==> src/rtl/riscv_pkg.sv <==
// riscv_pkg: shared RISC-V core types and constants used by the load/store unit
package riscv_pkg;
  typedef enum logic [2:0] {
    BYTE       = 3'd0,
    HWORD      = 3'd1,
    WORD       = 3'd2,
    DWORD      = 3'd3,
    QWORD      = 3'd4,
    UNDEF_SIZE = 3'd7
  } biu_size_t;
  localparam logic [6:0] OPC_LOAD  = 7'b0000011;
  localparam logic [6:0] OPC_STORE = 7'b0100011;
  localparam logic [2:0] LB  = 3'b000;
  localparam logic [2:0] LH  = 3'b001;
  localparam logic [2:0] LW  = 3'b010;
  localparam logic [2:0] LD  = 3'b011;
  localparam logic [2:0] LBU = 3'b100;
  localparam logic [2:0] LHU = 3'b101;
  localparam logic [2:0] LWU = 3'b110;
  localparam logic [2:0] SB  = 3'b000;
  localparam logic [2:0] SH  = 3'b001;
  localparam logic [2:0] SW  = 3'b010;
  localparam logic [2:0] SD  = 3'b011;
  localparam int EXCEPTION_SIZE         = 16;
  localparam int CAUSE_MISALIGNED_LOAD  = 4;
  localparam int CAUSE_MISALIGNED_STORE = 6;
  typedef struct packed {
    logic       is_load;
    logic [2:0] func3;
    logic [2:0] offset;
  } lsu_qentry_t;
endpackage

==> src/rtl/riscv_lsu_queue.sv <==
// riscv_lsu_queue: in-order metadata FIFO for outstanding LSU accesses
module riscv_lsu_queue
  import riscv_pkg::*;
#(
  parameter int DEPTH = 4
) (
  input  logic        clk,
  input  logic        rstn,
  input  logic        push,
  input  logic        pop,
  input  lsu_qentry_t din,
  output lsu_qentry_t dout,
  output logic        full,
  output logic        empty
);
  localparam int AW = $clog2(DEPTH);
  logic [AW:0] wp_q, wp_d, rp_q, rp_d;
  lsu_qentry_t mem_q [DEPTH];
  lsu_qentry_t mem_d [DEPTH];
  logic push_ok, pop_ok;
  assign empty = wp_q == rp_q;
  assign full  = (wp_q[AW] != rp_q[AW]) && (wp_q[AW-1:0] == rp_q[AW-1:0]);
  assign dout  = mem_q[rp_q[AW-1:0]];
  // Pointer advance and slot write; a full queue still accepts a push when it pops
  always_comb begin
    pop_ok  = pop && !empty;
    push_ok = push && (!full || pop_ok);
    wp_d    = wp_q + (AW+1)'(push_ok);
    rp_d    = rp_q + (AW+1)'(pop_ok);
    mem_d   = mem_q;
    if (push_ok) mem_d[wp_q[AW-1:0]] = din;
  end
  // Pointer registers
  always_ff @(posedge clk or negedge rstn) begin
    if (!rstn) begin
      wp_q <= '0;
      rp_q <= '0;
    end else begin
      wp_q <= wp_d;
      rp_q <= rp_d;
    end
  end
  // Entry storage needs no reset; pointers define validity
  always_ff @(posedge clk) mem_q <= mem_d;
endmodule

==> src/rtl/riscv_lsu_q.sv <==
// riscv_lsu_q: pipelined LSU with up to DEPTH in-order outstanding accesses; RISCV_LSU_MISALIGN_CHK_EN traps misaligned accesses locally
module riscv_lsu_q
  import riscv_pkg::*;
#(
  parameter int XLEN  = 32,
  parameter int DEPTH = 4
) (
  input  logic                      clk,
  input  logic                      rstn,
  input  logic                      ex_stall,
  input  logic                      flush,
  input  logic                      id_bubble,
  input  logic [31:0]               id_instr,
  input  logic [EXCEPTION_SIZE-1:0] id_exception,
  input  logic [XLEN-1:0]           opA,
  input  logic [XLEN-1:0]           opB,
  output logic                      lsu_stall,
  output logic                      lsu_bubble,
  output logic [EXCEPTION_SIZE-1:0] lsu_exception,
  output logic [XLEN-1:0]           lsu_r,
  output logic                      lsu_r_valid,
  output logic                      lsu_r_err,
  output logic                      dmem_req,
  output logic [XLEN-1:0]           dmem_adr,
  output logic [XLEN-1:0]           dmem_d,
  output logic                      dmem_we,
  output biu_size_t                 dmem_size,
  input  logic                      dmem_gnt,
  input  logic                      dmem_ack,
  input  logic [XLEN-1:0]           dmem_q,
  input  logic                      dmem_err
);
  localparam int OFF = $clog2(XLEN/8);
  localparam int OW  = $clog2(DEPTH+1);
  logic [6:0] opcode;
  logic [2:0] func3;
  logic is_load, is_store, memop, accept, issue, mis, pop, q_full, q_empty;
  logic [XLEN-1:0] imm_s, adr, sh;
  logic [6:0] ld_n;
  biu_size_t size;
  lsu_qentry_t push_e, head;
  logic [EXCEPTION_SIZE-1:0] mis_exc;
  logic [OW-1:0] occ_q, occ_d;
  logic dmem_req_q, dmem_req_d, dmem_we_q, dmem_we_d;
  logic [XLEN-1:0] dmem_adr_q, dmem_adr_d, dmem_d_q, dmem_d_d, lsu_r_q, lsu_r_d;
  biu_size_t dmem_size_q, dmem_size_d;
  logic lsu_r_valid_q, lsu_r_valid_d, lsu_r_err_q, lsu_r_err_d, lsu_bubble_q, lsu_bubble_d;
  logic [EXCEPTION_SIZE-1:0] lsu_exception_q, lsu_exception_d;
  logic unused_bits;
  function automatic logic [XLEN-1:0] ext(input logic [XLEN-1:0] v, input logic [6:0] n, input logic u);
    logic [XLEN-1:0] m;
    m = (XLEN'(1) << n) - XLEN'(1);
    return (v & m) | ((!u && v[n-1]) ? ~m : '0);
  endfunction
  // Decode the ID/EX operands and decide whether this cycle's memop is taken and issued
  always_comb begin
    opcode   = id_instr[6:0];
    func3    = id_instr[14:12];
    is_load  = opcode == OPC_LOAD;
    is_store = opcode == OPC_STORE;
    imm_s    = {{(XLEN-12){id_instr[31]}}, id_instr[31:25], id_instr[11:7]};
    adr      = opA + (is_store ? imm_s : opB);
    size     = (func3 == 3'b111 || (is_store && func3[2])) ? UNDEF_SIZE :
               func3[1:0] == 2'b00 ? BYTE :
               func3[1:0] == 2'b01 ? HWORD :
               func3[1:0] == 2'b10 ? ((func3[2] && XLEN != 64) ? UNDEF_SIZE : WORD) :
               (XLEN == 64 ? DWORD : UNDEF_SIZE);
`ifdef RISCV_LSU_MISALIGN_CHK_EN
    mis      = (size == HWORD && adr[0]) || (size == WORD && |adr[1:0]) || (size == DWORD && |adr[2:0]);
`else
    mis      = 1'b0;
`endif
    memop    = !id_bubble && (is_load || is_store) && !(|id_exception) && !flush && !ex_stall;
    pop      = dmem_ack && !q_empty;
    accept   = memop && !(dmem_req_q && !dmem_gnt) && (occ_q < OW'(DEPTH) || dmem_ack);
    issue    = accept && !mis;
    push_e   = {is_load, func3, 3'(adr[OFF-1:0])};
  end
  // Next state of the request, response and pipeline status registers
  always_comb begin
    sh              = dmem_q >> {head.offset, 3'b000};
    ld_n            = head.func3[1:0] == 2'b00 ? 7'd8 : head.func3[1:0] == 2'b01 ? 7'd16 :
                      head.func3[1:0] == 2'b10 ? 7'd32 : 7'(XLEN);
    mis_exc         = '0;
    mis_exc[CAUSE_MISALIGNED_LOAD]  = accept && mis && is_load;
    mis_exc[CAUSE_MISALIGNED_STORE] = accept && mis && is_store;
    occ_d           = occ_q + OW'(issue) - OW'(pop);
    dmem_req_d      = issue || (dmem_req_q && !dmem_gnt);
    dmem_adr_d      = issue ? adr : dmem_adr_q;
    dmem_d_d        = issue ? opB << {adr[OFF-1:0], 3'b000} : dmem_d_q;
    dmem_we_d       = issue ? is_store : dmem_we_q;
    dmem_size_d     = issue ? size : dmem_size_q;
    lsu_r_d         = (pop && head.is_load) ? ext(sh, ld_n, head.func3[2]) : lsu_r_q;
    lsu_r_valid_d   = pop && head.is_load;
    lsu_r_err_d     = pop && dmem_err;
    lsu_bubble_d    = ex_stall ? lsu_bubble_q : !accept;
    lsu_exception_d = ex_stall ? lsu_exception_q : id_exception | mis_exc;
  end
  // State registers; reset discards every outstanding access
  always_ff @(posedge clk or negedge rstn) begin
    if (!rstn) begin
      occ_q           <= '0;
      dmem_req_q      <= 1'b0;
      dmem_adr_q      <= '0;
      dmem_d_q        <= '0;
      dmem_we_q       <= 1'b0;
      dmem_size_q     <= UNDEF_SIZE;
      lsu_r_q         <= '0;
      lsu_r_valid_q   <= 1'b0;
      lsu_r_err_q     <= 1'b0;
      lsu_bubble_q    <= 1'b1;
      lsu_exception_q <= '0;
    end else begin
      occ_q           <= occ_d;
      dmem_req_q      <= dmem_req_d;
      dmem_adr_q      <= dmem_adr_d;
      dmem_d_q        <= dmem_d_d;
      dmem_we_q       <= dmem_we_d;
      dmem_size_q     <= dmem_size_d;
      lsu_r_q         <= lsu_r_d;
      lsu_r_valid_q   <= lsu_r_valid_d;
      lsu_r_err_q     <= lsu_r_err_d;
      lsu_bubble_q    <= lsu_bubble_d;
      lsu_exception_q <= lsu_exception_d;
    end
  end
  riscv_lsu_queue #(.DEPTH(DEPTH)) u_queue (
    .clk   (clk),
    .rstn  (rstn),
    .push  (issue),
    .pop   (pop),
    .din   (push_e),
    .dout  (head),
    .full  (q_full),
    .empty (q_empty)
  );
  assign lsu_stall     = memop && !accept;
  assign lsu_bubble    = lsu_bubble_q;
  assign lsu_exception = lsu_exception_q;
  assign lsu_r         = lsu_r_q;
  assign lsu_r_valid   = lsu_r_valid_q;
  assign lsu_r_err     = lsu_r_err_q;
  assign dmem_req      = dmem_req_q;
  assign dmem_adr      = dmem_adr_q;
  assign dmem_d        = dmem_d_q;
  assign dmem_we       = dmem_we_q;
  assign dmem_size     = dmem_size_q;
  assign unused_bits   = ^{id_instr[24:15], q_full};
  // A response with nothing outstanding is a BIU protocol error and is dropped
  assert property (@(posedge clk) disable iff (!rstn) !(dmem_ack && q_empty));
endmodule

==> config.mk <==
export PLATFORM = sky130hd
export DESIGN_NAME = riscv_lsu_q
export DESIGN_NICKNAME = d
export VERILOG_FILES = /design/src/rtl/riscv_pkg.sv /design/src/rtl/riscv_lsu_queue.sv /design/src/rtl/riscv_lsu_q.sv
export SDC_FILE = /design/constraint.sdc
export NUM_CORES = 1
export LEC_CHECK = 0
export CAP_MARGIN = 30
export CORE_MARGIN = 2
export CORE_UTILIZATION = 43
export DETAILED_ROUTE_END_ITERATION = 8
export PLACE_DENSITY = 0.8
export SLEW_MARGIN = 25
export SYNTH_ARGS = -nofsm -noshare
export SYNTH_HDL_FRONTEND = slang
export SYNTH_HIERARCHICAL = 1
export SYNTH_SLANG_ARGS = --single-unit
==> constraint.sdc <==
create_clock -name clk -period 2.5 [get_ports clk]
set_input_delay 0.375 -clock clk [delete_from_list [all_inputs] [get_ports clk]]
set_output_delay 0.375 -clock clk [all_outputs]
set_load 0.02 [all_outputs]
==> results_dict.tcl, run 1 <==
set metrics [dict create \
    cts_tree "yes" \
    area_growth_syn_to_layout_pct 59.4 \
    period_minus_slack_ns 3.44 \
    grt_pass1_vias 8720 \
    synthCells 916 \
    ir_drop_v 0.000579 \
    avgSynthCellArea_um2 9.73 \
    cts_root_buf "clkbuf_16" \
    met1_usage_pct 32.4 \
    overflow 0 \
    worstMarginPinSlew_ns 0.612 \
    yosysWarnings 6 \
    die_h_um 148 \
    place_ws_ns -1.63 \
    cellLeakagePower_uw 0.00636 \
    antenna_cells 0 \
    port_buffers 262 \
    maxCapViolations 0 \
    power_uw 9910 \
    via_per_inst 5.41 \
    finalHoldViolCount 0 \
    drt_wl_total_mm 30.3 \
    crit_arrival_ns 3.75 \
    clk_pin_slew_ns 0.07 \
    drt-wirelength-per-cell_um 18.6 \
    synth.cell_area_um2 8910 \
    gp_congestion 0.980 \
    cts_sinks 157 \
    grt_use_met2_pct 46.6 \
    place_inst 1577 \
    cts_made_buffers 17 \
    fmax_mhz 291 \
    criticalPathCategory "in2reg" \
    grt_pass1_wl_mm 45.3 \
    vias 8820 \
    grt_max_degree 75 \
    violations "negative setup slack" \
    layoutNonFillerInstCount 1630 \
    dieArea_um2 21900 \
    num_rows 52 \
    htreeDepth 4 \
    antenna_found_initial 0 \
    powerDensity_nw_per_um2 698 \
    drc 0 \
    drt_pass1_iterations 5 \
    insertion_delay_ns 0.42 \
    grt_busiest_layer "met2" \
    fin_hold_ws_ns 0.463 \
    gr-usage-met3_pct 4.88 \
    drt_iter0_drc 519 \
    cp_max_fo 5 \
    die_w_um 148 \
    start_util_pct 43.9 \
    maxSlewViolCount 0 \
    timing.slew.headroom_pct 59.2 \
    period_share_pct 137 \
    drive_gt1_share_pct 26.1 \
    drtAntennaViolNets 0 \
    cts.path.max_buffers 2 \
    setup_violations 26 \
    required_ns 2.81 \
    num_io_pins 273 \
    core_um2 20300 \
    status "complete, but fails checks" \
    fin_skew_ns 0.00851 \
    endpoint_kind "register" \
    start_kind "input pin" \
    nets 1538 \
    min_path_type "reg2reg" \
    dpl.hpwl_mm 22.5 \
    fin_ws_ns -0.937 \
    final_util_pct 70.0 \
    rsz0062_at_grt "yes" \
    track_usage_pct 26.5 \
]
==> repair_timing <==
action | in CTS | in global routing
buffers inserted | 11 | 10
hold buffers | 1 | 0
endpoints found under the hold margin | 60 | 0
pin swaps | 29 | 37
setup endpoints to repair | 76 | 60
resized for setup | 84 | 44
gates cloned | 0 | 0
==> registers in the layout (all words and copies together) (netlist names) <==
| register | flops |
|---|---|
| dmem_adr | 32 |
| dmem_d | 32 |
| lsu_r | 32 |
| u_queue/mem_q | 28 |
| lsu_exception | 16 |
| dmem_size | 3 |
| occ_q | 3 |
| u_queue/rp_q | 3 |
| u_queue/wp_q | 3 |
| dmem_req | 1 |
| dmem_we | 1 |
| lsu_bubble | 1 |
| lsu_r_err | 1 |
| lsu_r_valid | 1 |
==> stage by stage <==
step / instance area (um^2) / TNS [ns]
2_1_floorplan: 9090 / -11.81
3_3_place_gp: 13100 / -60.82
3_5_place_dp: 13100 / -65.91
4_1_cts: 14000 / -11.73
5_1_grt: 14200 / -17.21
6_report: 14200 / -14.87
==> critical path, cell delays in order <==
cell        delay, ns
buf_2            0.10
and2_4           0.13
nand4_1          0.24
buf_6            0.18
clkinvlp_4       0.12
nand2_2          0.09
nand2_2          0.07
ha_4             0.16
fa_2             0.34
a211o_1          0.32
a21oi_2          0.19
o211ai_2         0.10
a221oi_2         0.28
buf_4            0.17
o221a_4          0.21
buf_6            0.11
o21ai_4          0.08
a21o_1           0.17
a221o_1          0.29
==> report_power, final <==
group	switching [uW]	internal, uW	total, uW
sequential	208	2960	3170
combinational	2230	2080	4310
clock	1110	1320	2430
==> worst paths after layout <==
path                                      startpoint                  endpoint  slack, ns  cells after the start
setup / recovery                         id_instr[1]  dmem_adr[28]$_DFFE_PN0P_      -0.94                     19
hold reg to reg                dmem_d[7]$_DFFE_PN0P_     dmem_d[7]$_DFFE_PN0P_       0.46                      2
min in group asynchronous                       rstn     lsu_r[30]$_DFFE_PN0P_       0.51                      2
setup reg to reg           u_queue/rp_q[0]$_DFF_PN0_        occ_q[2]$_DFF_PN0_       0.06                     10
max in group asynchronous                       rstn    dmem_d[15]$_DFFE_PN0P_       1.31                      3
hold / removal                 dmem_d[7]$_DFFE_PN0P_     dmem_d[7]$_DFFE_PN0P_       0.46                      2
==> cells in the final DEF, fill, tap and decap left out, drive strengths merged, types with 4 or more instances in the layout <==
cell type and count:
a211o 6, a211oi 11, a21o 31, a21oi 69
a32o 7, and2 4, and3 5, buf 200
clkbuf 19, clkdlybuf4s50 253, clkinv 6, conb 4
dfrtp 125, dfstp 4, edfxtp 28, ha 37
inv 24, mux2 17, mux2i 39, mux4 7
nand2 187, nand2b 4, nand3 19, nand4 5
nor2 68, nor2b 13, nor3 4, nor3b 4
nor4 7, o21a 4, o21ai 57, o21bai 5
o22a 8, o31ai 11, xnor2 15, xor2 17
==> cell type report <==
cell class                      count  area (um^2)
Inverter                           20         82.6
Sequential cell                   157         4070
Clock buffer                       19          443
Tap cell                          270          338
Multi-Input combinational cell    695         4990
Fill cell                        1441         6100
Clock inverter                     13          104
Timing Repair Buffer              456         4170
==> per-layer routing <==
layer,vias to the layer above,routed length (um)
li1,4123,-
met1,4170,11800
met2,454,15100
met3,73,2360
met4,0,1020
met5,-,0
No activity file was read; power rests on OpenSTA's default activity.
==> run 2: changes to the inputs <==
CORE_UTILIZATION = 52   (was 43)
DONT_BUFFER_PORTS = 1   (was unset)
PLACE_DENSITY = 0.73   (was 0.8)
==> results_dict.tcl, run 2 (synthesis gave the netlist of run 1 again) <==
set metrics [dict create \
    status "complete, but fails checks" \
    violations "negative hold slack, negative setup slack" \
    timing.slew.headroom_pct 40.4 \
    cts.path.max_buffers 2 \
    max_stage_delay_ns 0.37 \
    crit_arrival_ns 3.27 \
    swShare_pct 35.7 \
    r2r_setup_slack_ns 0.05 \
    power_frac_comb_pct 33.5 \
    cellLeakagePower_uw 0.00511 \
    required_ns 2.80 \
    clk_pin_slew_ns 0.06 \
    worstMarginPinSlew_ns 0.893 \
    period_minus_slack_ns 2.97 \
    rsz0062_at_grt "yes" \
    seqCellArea_um2 4080 \
    die_h_um 135 \
    overflow 0 \
    insertion_delay_ns 0.42 \
    criticalPathCategory "in2reg" \
    num_io_pins 273 \
    critPathTopFamily "compound AO/OA/AOI/OAI gates" \
    start_util_pct 53.5 \
    fillers 1250 \
    drc 0 \
    slowest_stage "a311o_1" \
    core_um2 16600 \
    cp_max_fo 6 \
    htreeDepth 4 \
    drive_gt1_share_pct 28.9 \
    area_growth_syn_to_layout_pct 26.3 \
    dpl.hpwl_mm 18.8 \
    drt_iter0_drc 420 \
    reg2reg_depth 10 \
    multiInputGateArea_um2 5120 \
    cts_root_buf "clkbuf_16" \
    grt_pass1_wl_mm 39.4 \
    vias 7315 \
    p_switching_uw 3240 \
    fmax_mhz 336 \
    cpMostUsedCell "buf_6" \
    period_share_pct 119 \
    cts_sinks 157 \
    cts_tree "yes" \
    finalHoldViolCount 129 \
    dieArea_um2 18200 \
    num_rows 47 \
    path_cells "and2_4 > nand4_1 > buf_6 > buf_6 > buf_6 > buf_6 > nor2_4 > buf_6 > buf_4 > a21o_1 > ha_4 > nand2_2 > a2bb2oi_2 > o221ai_2 > buf_4 > o21a_1 > nand2_1 > o31a_1 > a311o_1" \
    nets 1225 \
    maxSlewViolCount 0 \
    antenna_found_initial 0 \
    grt_pass1_vias 7344 \
    drt-wirelength-per-cell_um 20.5 \
    gp_congestion 0.929 \
    final_util_pct 67.6 \
    critPathBufInv 7 \
    r2r_start "u_queue/rp_q[0]$_DFF_PN0_" \
    drt_wl_total_mm 26.0 \
    drt_pass1_iterations 5 \
    pwr-share-seq_pct 39.5 \
    drtAntennaViolNets 0 \
    grt_max_degree 130 \
    ctsHoldBuffers 1 \
    r2r-end "lsu_r[11]$_DFFE_PN0P_" \
    via_per_inst 5.77 \
    antenna_cells 0 \
    layout_common_cells "nand2_1 (183), buf_4 (127), dfrtp_1 (124)" \
    min_path_type "in2async" \
    maxCapViolations 0 \
    power_uw 9060 \
    clock_power_share_pct 26.9 \
    final_common_cell "nand2_1" \
    fin_skew_ns 0.00391 \
    die_w_um 135 \
    ir_drop_v 0.000588 \
    endpoint_kind "register" \
    setup_violations 20 \
    fin_hold_ws_ns -0.355 \
    track_usage_pct 28.2 \
    powerDensity_nw_per_um2 805 \
    p_int_uw 5820 \
    fin_ws_ns -0.473 \
    port_buffers 0 \
    cts_made_buffers 17 \
    start_kind "input pin" \
]
-- run 2: how the worst max path moves through the flow --
| stage | startpoint | endpoint | slack, ns | depth (start not counted) |
|---|---|---|---|---|
| after CTS | id_instr[1] | dmem_adr[30]$_DFFE_PN0P_ | -0.42 | 16 |
| after detailed placement | id_instr[3] | dmem_adr[26]$_DFFE_PN0P_ | -1.04 | 15 |
| final | id_instr[1] | dmem_adr[31]$_DFFE_PN0P_ | -0.47 | 19 |
| after global routing | id_instr[1] | dmem_adr[31]$_DFFE_PN0P_ | -0.57 | 19 |
| after floorplan | id_instr[1] | dmem_adr[30]$_DFFE_PN0P_ | -1.01 | 16 |
| after global placement | id_instr[3] | dmem_adr[30]$_DFFE_PN0P_ | -1.04 | 15 |
-- run 2: cell type report --
cell class	instances	share of cell area, %
timing repair buffer	143	10.2
clock buffer	24	4.47
inverter	20	0.689
multi-input combinational	695	45.5
clock inverter	8	0.500
tap	220	2.45
sequential	157	36.2
-- run 2: metrics by stage --
stage | instance area (um^2) | instances | TNS (ns) | worst slack, ns
floorplan | 9090 | 919 | -11.81 | -1.01
global placement | 10000 | 1214 | -24.30 | -1.04
detailed placement | 10000 | 1214 | -25.47 | -1.04
CTS | 10900 | 1254 | -3.78 | -0.423
global route | 11300 | 1267 | -7.89 | -0.567
finish | 11300 | 1267 | -5.03 | -0.473
-- run 2: power by group through the flow --
stage	logic, uW	registers [uW]	clock network (uW)
floorplan	1940	3520	0
global placement	2530	3610	0
detailed placement	2610	3630	0
CTS	2750	3580	2490
global route	3330	3610	2600
finish	3040	3580	2440
-- run 2: metal layers --
layer / wire length (um) / global-route usage, %
met2: 12600 / 45.7
met5: 0 / 0
met4: 888 / 10.9
met1: 9950 / 34.6
met3: 2510 / 9.87
-- run 2: repair_timing --
item                       CTS  global route
pin swaps                   43            31
hold endpoints to repair   130           129
gates resized for setup     75            44
buffers inserted             9            15
setup endpoints to repair   39            60
==> run 3: changes to the inputs <==
SLEW_MARGIN = 15   (was 25)
==> results of run 3 <==
No change in the layout: final DEF, timing and power equal those of run 2.
